`src/rtl/quant_pkg.sv`:
```
// Shared types and default constants for the int8 quantization scheduler.
package quant_pkg;

    localparam int unsigned LEN_W_DEF      = 16;
    localparam int unsigned PACK_DEF       = 4;
    localparam int unsigned FIFO_DEPTH_DEF = 8;

    // Unity reciprocal scale in Q8.24.
    localparam logic [31:0] Q824_ONE = 32'h0100_0000;

    typedef enum logic [1:0] {
        ST_IDLE   = 2'd0,
        ST_RUN    = 2'd1,
        ST_DRAIN  = 2'd2,
        ST_FINISH = 2'd3
    } state_t;

endpackage

```
`src/rtl/sync_fifo.sv`:
```
// Show-ahead synchronous FIFO with occupancy count.
module sync_fifo #(
    parameter int unsigned WIDTH = 8,
    parameter int unsigned DEPTH = 8
) (
    input  logic                       clk,
    input  logic                       reset,
    input  logic                       push,
    input  logic [WIDTH-1:0]           din,
    input  logic                       pop,
    output logic [WIDTH-1:0]           dout,
    output logic                       empty,
    output logic                       full,
    output logic [$clog2(DEPTH+1)-1:0] count
);
    localparam int unsigned PTR_W = (DEPTH > 1) ? $clog2(DEPTH) : 1;
    localparam int unsigned CNT_W = $clog2(DEPTH + 1);

    logic [WIDTH-1:0] mem [DEPTH];
    logic [PTR_W-1:0] wr_ptr;
    logic [PTR_W-1:0] rd_ptr;
    logic             do_push;
    logic             do_pop;

    assign empty   = (count == '0);
    assign full    = (count == CNT_W'(DEPTH));
    assign dout    = mem[rd_ptr];
    assign do_push = push && !full;
    assign do_pop  = pop && !empty;

    // Storage, pointers and count; simultaneous push and pop leave count unchanged.
    always_ff @(posedge clk or posedge reset) begin
        if (reset) begin
            wr_ptr <= '0;
            rd_ptr <= '0;
            count  <= '0;
            for (int i = 0; i < int'(DEPTH); i++) begin
                mem[i] <= '0;
            end
        end else begin
            if (do_push) begin
                mem[wr_ptr] <= din;
                wr_ptr      <= (wr_ptr == PTR_W'(DEPTH - 1)) ? '0 : wr_ptr + PTR_W'(1);
            end
            if (do_pop) begin
                rd_ptr <= (rd_ptr == PTR_W'(DEPTH - 1)) ? '0 : rd_ptr + PTR_W'(1);
            end
            case ({do_push, do_pop})
                2'b10:   count <= count + CNT_W'(1);
                2'b01:   count <= count - CNT_W'(1);
                default: count <= count;
            endcase
        end
    end

endmodule

```
`src/rtl/quant_scheduler.sv`:
```
// Streams int32 accumulators through an external fixed-latency quantizer and
// packs the int8 results into output words, with credit-based flow control.
module quant_scheduler
    import quant_pkg::*;
#(
    parameter int unsigned LEN_W      = LEN_W_DEF,
    parameter int unsigned PACK       = PACK_DEF,
    parameter int unsigned FIFO_DEPTH = FIFO_DEPTH_DEF
) (
    input  logic                clk,
    input  logic                reset,
    input  logic                start,
    input  logic [LEN_W-1:0]    length,
    input  logic [31:0]         scale,
    input  logic [LEN_W-1:0]    src_base,
    input  logic [LEN_W-1:0]    dst_base,
    output logic                busy,
    output logic                done,
    output logic                err,
    output logic                acc_rd_en,
    output logic [LEN_W-1:0]    acc_rd_addr,
    input  logic [31:0]         acc_rd_data,
    output logic [31:0]         q_value,
    output logic [31:0]         q_scale,
    output logic                q_valid_in,
    input  logic signed [7:0]   q_result,
    input  logic                q_valid_out,
    output logic                out_wr_en,
    output logic [LEN_W-1:0]    out_wr_addr,
    output logic [8*PACK-1:0]   out_wr_data,
    input  logic                out_wr_ready
);
    localparam int unsigned CNT_W  = $clog2(FIFO_DEPTH + 1);
    localparam int unsigned SUM_W  = CNT_W + 1;
    localparam int unsigned LANE_W = (PACK > 1) ? $clog2(PACK) : 1;
    localparam int unsigned WORD_W = 8 * PACK;

    state_t             state;
    state_t             state_nxt;
    logic [LEN_W-1:0]   len_q;
    logic [LEN_W-1:0]   src_q;
    logic [LEN_W-1:0]   dst_q;
    logic [31:0]        scale_q;
    logic [LEN_W-1:0]   rd_cnt;
    logic [LEN_W-1:0]   pop_cnt;
    logic [LEN_W-1:0]   word_cnt;
    logic [CNT_W-1:0]   inflight;
    logic [CNT_W-1:0]   fifo_count;
    logic [LANE_W-1:0]  lane;
    logic [WORD_W-1:0]  pack_buf;
    logic [WORD_W-1:0]  word_c;
    logic [7:0]         fifo_dout;
    logic               fifo_empty;
    logic               fifo_full;
    logic               accept_c;
    logic               issue_c;
    logic               credit_ok_c;
    logic               res_c;
    logic               push_c;
    logic               pop_c;
    logic               emit_c;
    logic               last_pop_c;
    logic               wr_accept_c;

    // Quantizer operands: data arrives one cycle after the read, aligned with q_valid_in.
    assign q_value = acc_rd_data;
    assign q_scale = scale_q;

    assign credit_ok_c = (SUM_W'(inflight) + SUM_W'(fifo_count)) < SUM_W'(FIFO_DEPTH);
    assign res_c       = q_valid_out && (inflight != '0);
    assign push_c      = res_c && !fifo_full;
    assign wr_accept_c = out_wr_en && out_wr_ready;
    assign pop_c       = !fifo_empty && (!out_wr_en || out_wr_ready);
    assign last_pop_c  = pop_c && (pop_cnt == len_q - LEN_W'(1));
    assign emit_c      = pop_c && ((lane == LANE_W'(PACK - 1)) || last_pop_c);

    // Popped byte merged into its lane of the word under construction.
    always_comb begin
        word_c                    = pack_buf;
        word_c[{lane, 3'b000} +: 8] = fifo_dout;
    end

    sync_fifo #(
        .WIDTH (8),
        .DEPTH (FIFO_DEPTH)
    ) u_fifo (
        .clk   (clk),
        .reset (reset),
        .push  (push_c),
        .din   (q_result),
        .pop   (pop_c),
        .dout  (fifo_dout),
        .empty (fifo_empty),
        .full  (fifo_full),
        .count (fifo_count)
    );

    // State register.
    always_ff @(posedge clk or posedge reset) begin
        if (reset) begin
            state <= ST_IDLE;
        end else begin
            state <= state_nxt;
        end
    end

    // Next-state logic.
    always_comb begin
        state_nxt = state;
        case (state)
            ST_IDLE: begin
                if (start) begin
                    state_nxt = (length == '0) ? ST_FINISH : ST_RUN;
                end
            end
            ST_RUN: begin
                if (rd_cnt == len_q) begin
                    state_nxt = ST_DRAIN;
                end
            end
            ST_DRAIN: begin
                if ((inflight == '0) && fifo_empty && (pop_cnt == len_q) &&
                    (!out_wr_en || out_wr_ready)) begin
                    state_nxt = ST_FINISH;
                end
            end
            ST_FINISH: state_nxt = ST_IDLE;
            default:   state_nxt = ST_IDLE;
        endcase
    end

    // FSM decode: job acceptance and read issue under the in-flight credit limit.
    always_comb begin
        accept_c = 1'b0;
        issue_c  = 1'b0;
        case (state)
            ST_IDLE: accept_c = start;
            ST_RUN:  issue_c  = (rd_cnt != len_q) && credit_ok_c;
            default: begin
                accept_c = 1'b0;
                issue_c  = 1'b0;
            end
        endcase
    end

    // Job registers, status, read side and credit tracking.
    always_ff @(posedge clk or posedge reset) begin
        if (reset) begin
            len_q       <= '0;
            src_q       <= '0;
            dst_q       <= '0;
            scale_q     <= '0;
            busy        <= 1'b0;
            done        <= 1'b0;
            err         <= 1'b0;
            rd_cnt      <= '0;
            inflight    <= '0;
            acc_rd_en   <= 1'b0;
            acc_rd_addr <= '0;
            q_valid_in  <= 1'b0;
        end else begin
            busy       <= (state_nxt != ST_IDLE);
            done       <= (state_nxt == ST_FINISH);
            acc_rd_en  <= issue_c;
            q_valid_in <= acc_rd_en;
            inflight   <= inflight + CNT_W'(issue_c) - CNT_W'(res_c);
            if (accept_c) begin
                len_q   <= length;
                src_q   <= src_base;
                dst_q   <= dst_base;
                scale_q <= scale;
                rd_cnt  <= '0;
                err     <= 1'b0;
            end
            if (issue_c) begin
                acc_rd_addr <= src_q + rd_cnt;
                rd_cnt      <= rd_cnt + LEN_W'(1);
            end
            if (q_valid_out && (inflight == '0)) begin
                err <= 1'b1;
            end
        end
    end

    // Packer and output write port; the pending word holds until accepted.
    always_ff @(posedge clk or posedge reset) begin
        if (reset) begin
            pop_cnt     <= '0;
            word_cnt    <= '0;
            lane        <= '0;
            pack_buf    <= '0;
            out_wr_en   <= 1'b0;
            out_wr_addr <= '0;
            out_wr_data <= '0;
        end else begin
            if (wr_accept_c) begin
                out_wr_en <= 1'b0;
            end
            if (accept_c) begin
                pop_cnt  <= '0;
                word_cnt <= '0;
                lane     <= '0;
                pack_buf <= '0;
            end else if (pop_c) begin
                pop_cnt <= pop_cnt + LEN_W'(1);
                if (emit_c) begin
                    out_wr_en   <= 1'b1;
                    out_wr_data <= word_c;
                    out_wr_addr <= dst_q + word_cnt;
                    word_cnt    <= word_cnt + LEN_W'(1);
                    lane        <= '0;
                    pack_buf    <= '0;
                end else begin
                    lane     <= lane + LANE_W'(1);
                    pack_buf <= word_c;
                end
            end
        end
    end

endmodule

```
`config.mk`:
```
export PLATFORM = sky130hd
export DESIGN_NAME = quant_scheduler
export DESIGN_NICKNAME = d
export VERILOG_FILES = /design/src/rtl/quant_pkg.sv /design/src/rtl/sync_fifo.sv /design/src/rtl/quant_scheduler.sv
export SDC_FILE = /design/constraint.sdc
export NUM_CORES = 1
export LEC_CHECK = 0
export ABC_AREA = 1
export ABC_CLOCK_PERIOD_IN_PS = 14200
export CAP_MARGIN = 10
export CORE_MARGIN = 4
export CORE_UTILIZATION = 40
export CTS_BUF_LIST = sky130_fd_sc_hd__clkbuf_8
export CTS_CLUSTER_SIZE = 10
export DETAILED_ROUTE_END_ITERATION = 6
export PLACE_DENSITY = 0.72
export REMOVE_ABC_BUFFERS = 1
export SLEW_MARGIN = 0
export SYNTH_ARGS = -nofsm -noshare
export SYNTH_HDL_FRONTEND = slang
export SYNTH_SLANG_ARGS = --single-unit
```
`constraint.sdc`:
```
create_clock -name clk -period 14.2 [get_ports clk]
set_input_delay 3.55 -clock clk [delete_from_list [all_inputs] [get_ports clk]]
set_output_delay 3.55 -clock clk [all_outputs]
set_load 0.03 [all_outputs]
```
After elaboration in Yosys (flattened, before gate mapping)
Cells that the tools add are included.
{"block": "totals", "regBits": 312, "inputBits": 125, "out_inout_bits": 134, "elab_cells": 137}
{"block": "classes", "add_sub_neg": 15, "magnitude_cmp": 4, "n_eq_ne": 14, "shift": 2, "n_mux": 36, "n_bitwise": 3, "n_reduce_logical": 32}
{"op": "2-to-1 mux 16 bit", "n": 7}
{"op": "2-to-1 mux 32 bit", "n": 3}
{"op": "bitwise mux 64 bit", "n": 1}
{"op": "adder 16 x 1 -> 16 bit, second input constant", "n": 3}
{"op": "equality test 16 bit", "n": 3}
{"op": "adder 16 bit", "n": 2}
{"op": "bitwise mux 32 bit", "n": 1}
{"op": "variable shift 8 x 7 -> 32 bit, first input constant", "n": 1}
{"op": "variable part select 8 x 7 -> 32 bit", "n": 1}
{"op": "binary-select mux 8 bit (select 3 bit)", "n": 1}
{"op": "demux 8 bit (select 3 bit)", "n": 1}
{"op": "2-to-1 mux 8 bit", "n": 3}
{"op": "logical NOT 16 bit", "n": 1}
{"op": "inequality test 16 bit", "n": 1}
{"op": "subtractor 16 x 1 -> 16 bit, second input constant", "n": 1}
{"op": "logical AND 1 bit", "n": 14}
{"op": "2-to-1 mux 2 bit", "n": 7}
{"op": "nonzero test 2 bit", "n": 6}
{"op": "equality test 2 bit, second input constant", "n": 5}
{"op": ">= comparator 4 bit, second input constant", "n": 2}
{"op": "logical NOT 4 bit", "n": 2}
{"op": "2-to-1 mux 1 bit", "n": 8}
{"op": "NOT 3 -> 4 bit", "n": 2}
{"op": "case mux 2 bit (4 select lines)", "n": 1}
{"op": "22 further kinds", "n": 29}

Depth between registers and ports, before layout
{"block": "logic_depth", "word_depth": 9, "depth_mapped": 18, "depth_no_buf": 16}

By module
A second synthesis with hierarchy kept.
{"block": "hier_totals", "hier_cells": 2281, "hier_area_um2": 17470.5}
{"module": "quant_scheduler", "instances": 1, "cells_per_inst": 1692, "area_per_inst_um2": 13183.9}
{"module": "sync_fifo", "instances": 1, "cells_per_inst": 589, "area_per_inst_um2": 4286.6}

Worst setup path after synthesis
Ideal clock, no wire load.
{"block": "synth_path", "path_kind": "input port to output port", "from": "input acc_rd_data[0]", "to": "output q_value[0]", "arrival_ns": 3.695, "t_required_ns": 10.650, "setup_slack_ns": 6.955, "path_stages": 1, "n_path_buf": 1, "cell_sequence": "buf_4"}
{"item": "start: declaration", "line": "quant_scheduler.sv:22", "text": "input logic [31:0] acc_rd_data,"}
{"item": "end: declaration", "line": "quant_scheduler.sv:23", "text": "output logic [31:0] q_value,"}
No word-level cell between the ends.

Final worst setup path
{"block": "layout_path", "from": "input acc_rd_data[12]", "to": "output q_value[12]"}
No word-level cell between the ends.

==> flow_metrics.py <==
metrics = {
    "sta": {
        "timing.fmax_mhz": 140.7,
        "finalCritPeriodShare_pct": 50.05,
        "finClkSkew_ns": 0.02106,
        "rsz0062_at_grt": "no",
        "finalSetupViolCount": 0,
        "final-hold-violation-count": 0,
        "fin_tns_setup_ns": 0,
        "post-route-min-period_ns": 7.108,
        "worst_slew_pin_slew_ns": 1.108,
        "slew_headroom_pct": 26.05,
        "final_max_slew_viol_count": 0,
        "holdWs_ns": 0.3806,
    },
    "critical_path": {
        "rrSetupSlack_ns": 10.68,
        "cp.arrival_ns": 3.56,
        "worstPathMaxFanout": 1,
        "worstSetupPathType": "primary input to primary output",
        "critical_path.startpoint": "acc_rd_data[12]",
        "r2r-end": "word_cnt[1]",
        "r2r_start": "len_q[0]",
        "start_kind": "primary input",
        "cp-endpoint": "q_value[12]",
        "end_kind": "primary output",
        "crit_cells": 0,
        "worst_ep_required_time_ns": 10.65,
        "reg2regPathDepth": 16,
    },
    "yosys": {
        "synthTopCellsByArea": "dfrtp_1, nand2_1, o21ai_0, nand4_1, ha_1",
        "synthCells": 2166,
        "synth_common_cells": "nand2_1, dfrtp_1, o21ai_0",
        "synth_top_cell_by_area": "dfrtp_1",
        "yosys.cell_count.top_type": "nand2_1",
        "ys_ff_latch": 312,
        "syn_area_um2": 16750,
        "async_flop_share_pct": 100.0,
        "yosysSeqAreaShare_pct": 46.62,
        "synth_edf_count": 0,
        "netlist.area_leader.share_pct": 46.62,
        "syn_area_per_cell_um2": 7.732,
        "synth-main-ff-cell": "dfrtp_1",
        "synth_cell_type_count": 36,
        "ys.warnings.count": 0,
    },
    "floorplan": {
        "die_w_um": 212.6,
        "io_pins": 259,
        "die_h_um": 212.6,
        "rows": 74,
        "die_area_um2": 45210,
        "initial_utilization_pct": 40.74,
        "core_um2": 41110,
    },
    "detailed_routing": {
        "vias_per_cell": 5.104,
        "route.detailed.drc": 0,
        "wl_mm": 46.99,
        "ant_nets": 0,
        "drt-initial-drc-count": 1272,
        "vias": 14720,
        "wire_per_inst_um": 16.29,
        "drt_pass1_iterations": 7,
    },
    "place": {
        "port_buffers": 194,
        "numPlacedInstances": 2780,
        "gp_congestion": 0.8745,
        "post-dp-hpwl_mm": 33.26,
    },
    "power": {
        "intPower_uw": 1927,
        "power_frac_seq_pct": 38.9,
        "power.switching_uw": 1254,
        "power.density_nw_per_um2": 159.0,
        "p_total_uw": 3181,
        "peakVddDrop_uv": 106.8,
        "p_sw_share_pct": 39.43,
        "clkPwrFrac_pct": 27.6,
        "pwr-share-comb_pct": 33.4,
        "p_leak_uw": 0.01042,
    },
    "cells_and_area": {
        "seq_area_um2": 7807,
        "multi_input_comb_area_um2": 7624,
        "final_layout_size_suffix_gt1_share_pct": 4.725,
        "stdcell_count": 2884,
        "num-nets-final": 2488,
        "syn_to_final_growth_pct": 19.48,
        "fillerInstances": 3904,
    },
    "global_routing": {
        "grt_pass1_vias": 14330,
        "overflow": 0,
        "antenna_found_initial": 3,
        "grt_max_degree": 124,
        "grt_usage_pct": 20.70,
        "grt_pass1_wl_mm": 75.81,
    },
    "status": {
        "status": "complete, no violations",
    },
    "clock_tree": {
        "hold_buffers": 0,
        "numCtsBuffers": 55,
        "cts_tree": "built",
        "clock_latency_ns": 0.63,
        "cts_root_buf": "clkbuf_8",
        "cts_max_level": 2,
        "cts_sinks": 312,
        "post-cts-setup-buffer-count": 0,
        "cts.repair.resized": 0,
        "cts_buffer_depth": 3,
        "path_clk_slew_ns": 0.06,
    },
    "flow_run": {
        "cap_violations": 0,
    },
    "worst_hold_path": {
        "hp-class": "flip-flop to flip-flop",
    },
}
-- power groups by stage --
stage                     clock, µW  sequential, µW  combinational [µW]
after detailed placement          0            1250                1060
after global routing            941            1260                1210
final                           879            1240                1060
after floorplan                   0            1290                 625
after CTS                       901            1240                1060
after global placement            0            1240                1020
-- cells in the final DEF (no fill, tap or decap), types with 18 or more instances in the layout --
cell type        count
clkdlybuf4s50_1    194
nor2_1             149
o22ai_1             20
a21oi_1             39
nand2_1            770
xor2_1              68
clkbuf_8            71
nand4_1            111
xnor2_1             18
dfrtp_1            312
ha_1                54
o21ai_0            182
nand3_1             76
inv_1              191
-- routing by layer --
metal / up-vias / wire length [µm] / share of wire [%] / track usage (%)
met2: 399 / 21290 / 45 / 31.64
met3: 81 / 3035 / 6.5 / 5.179
met5: - / 100 / 0.21 / 1.940
met1: 6973 / 21380 / 45 / 28.88
li1: 7265 / - / - / -
met4: 2 / 1181 / 2.5 / 6.775
-- state kept, by name, indices dropped and copies added (netlist names), 4 cells and up --
register and flops:
pack_buf 32, u_fifo.count 4, out_wr_addr 16, word_cnt 16
len_q 16, out_wr_data 32, q_scale 32, rd_cnt 16
dst_q 16, src_q 16, pop_cnt 16, acc_rd_addr 16
inflight 4, u_fifo.mem 64
-- cells by family (layout without fill, tap and decap cells) --
kind of cell	count (synthesis)	after routing	synth area share [%]
simple gates	1146	1146	28.40
flops	312	312	46.62
buf+inv	307	490	7.919
compound gates	257	257	8.054
xor+xnor	86	86	4.498
fa+ha+maj	58	58	4.513
other cells	0	3	0
-- metrics by stage --
step | setup slack [ns] | cell area (µm²) | util, %
floorplan | 2.021 | 16110 | -
global placement | 7.096 | 18820 | 45.79
detailed placement | 7.096 | 18820 | 45.79
CTS | 7.096 | 20000 | 48.65
global route | 7.096 | 20010 | 48.67
finish | 7.092 | 20010 | 48.67
-- worst min-delay path by stage --
stage,from,end,depth (start not counted)
after CTS,acc_rd_en,q_valid_in,0
after global placement,acc_rd_en,q_valid_in,0
after detailed placement,acc_rd_en,q_valid_in,0
after floorplan,u_fifo.mem[23],u_fifo.mem[23],2
final,acc_rd_en,q_valid_in,0
after global routing,acc_rd_en,q_valid_in,0
-- cell type report --
type / instances / share of cell area, %
clock buffer: 71 / 4.884
antenna: 3 / 0.03752
inverter: 183 / 3.470
tap: 532 / 3.327
clock inverter: 30 / 1.007
multi-input combinational: 1547 / 38.10
timing repair buffer: 206 / 10.16
sequential: 312 / 39.02
Power figures use the tool's default switching activity.
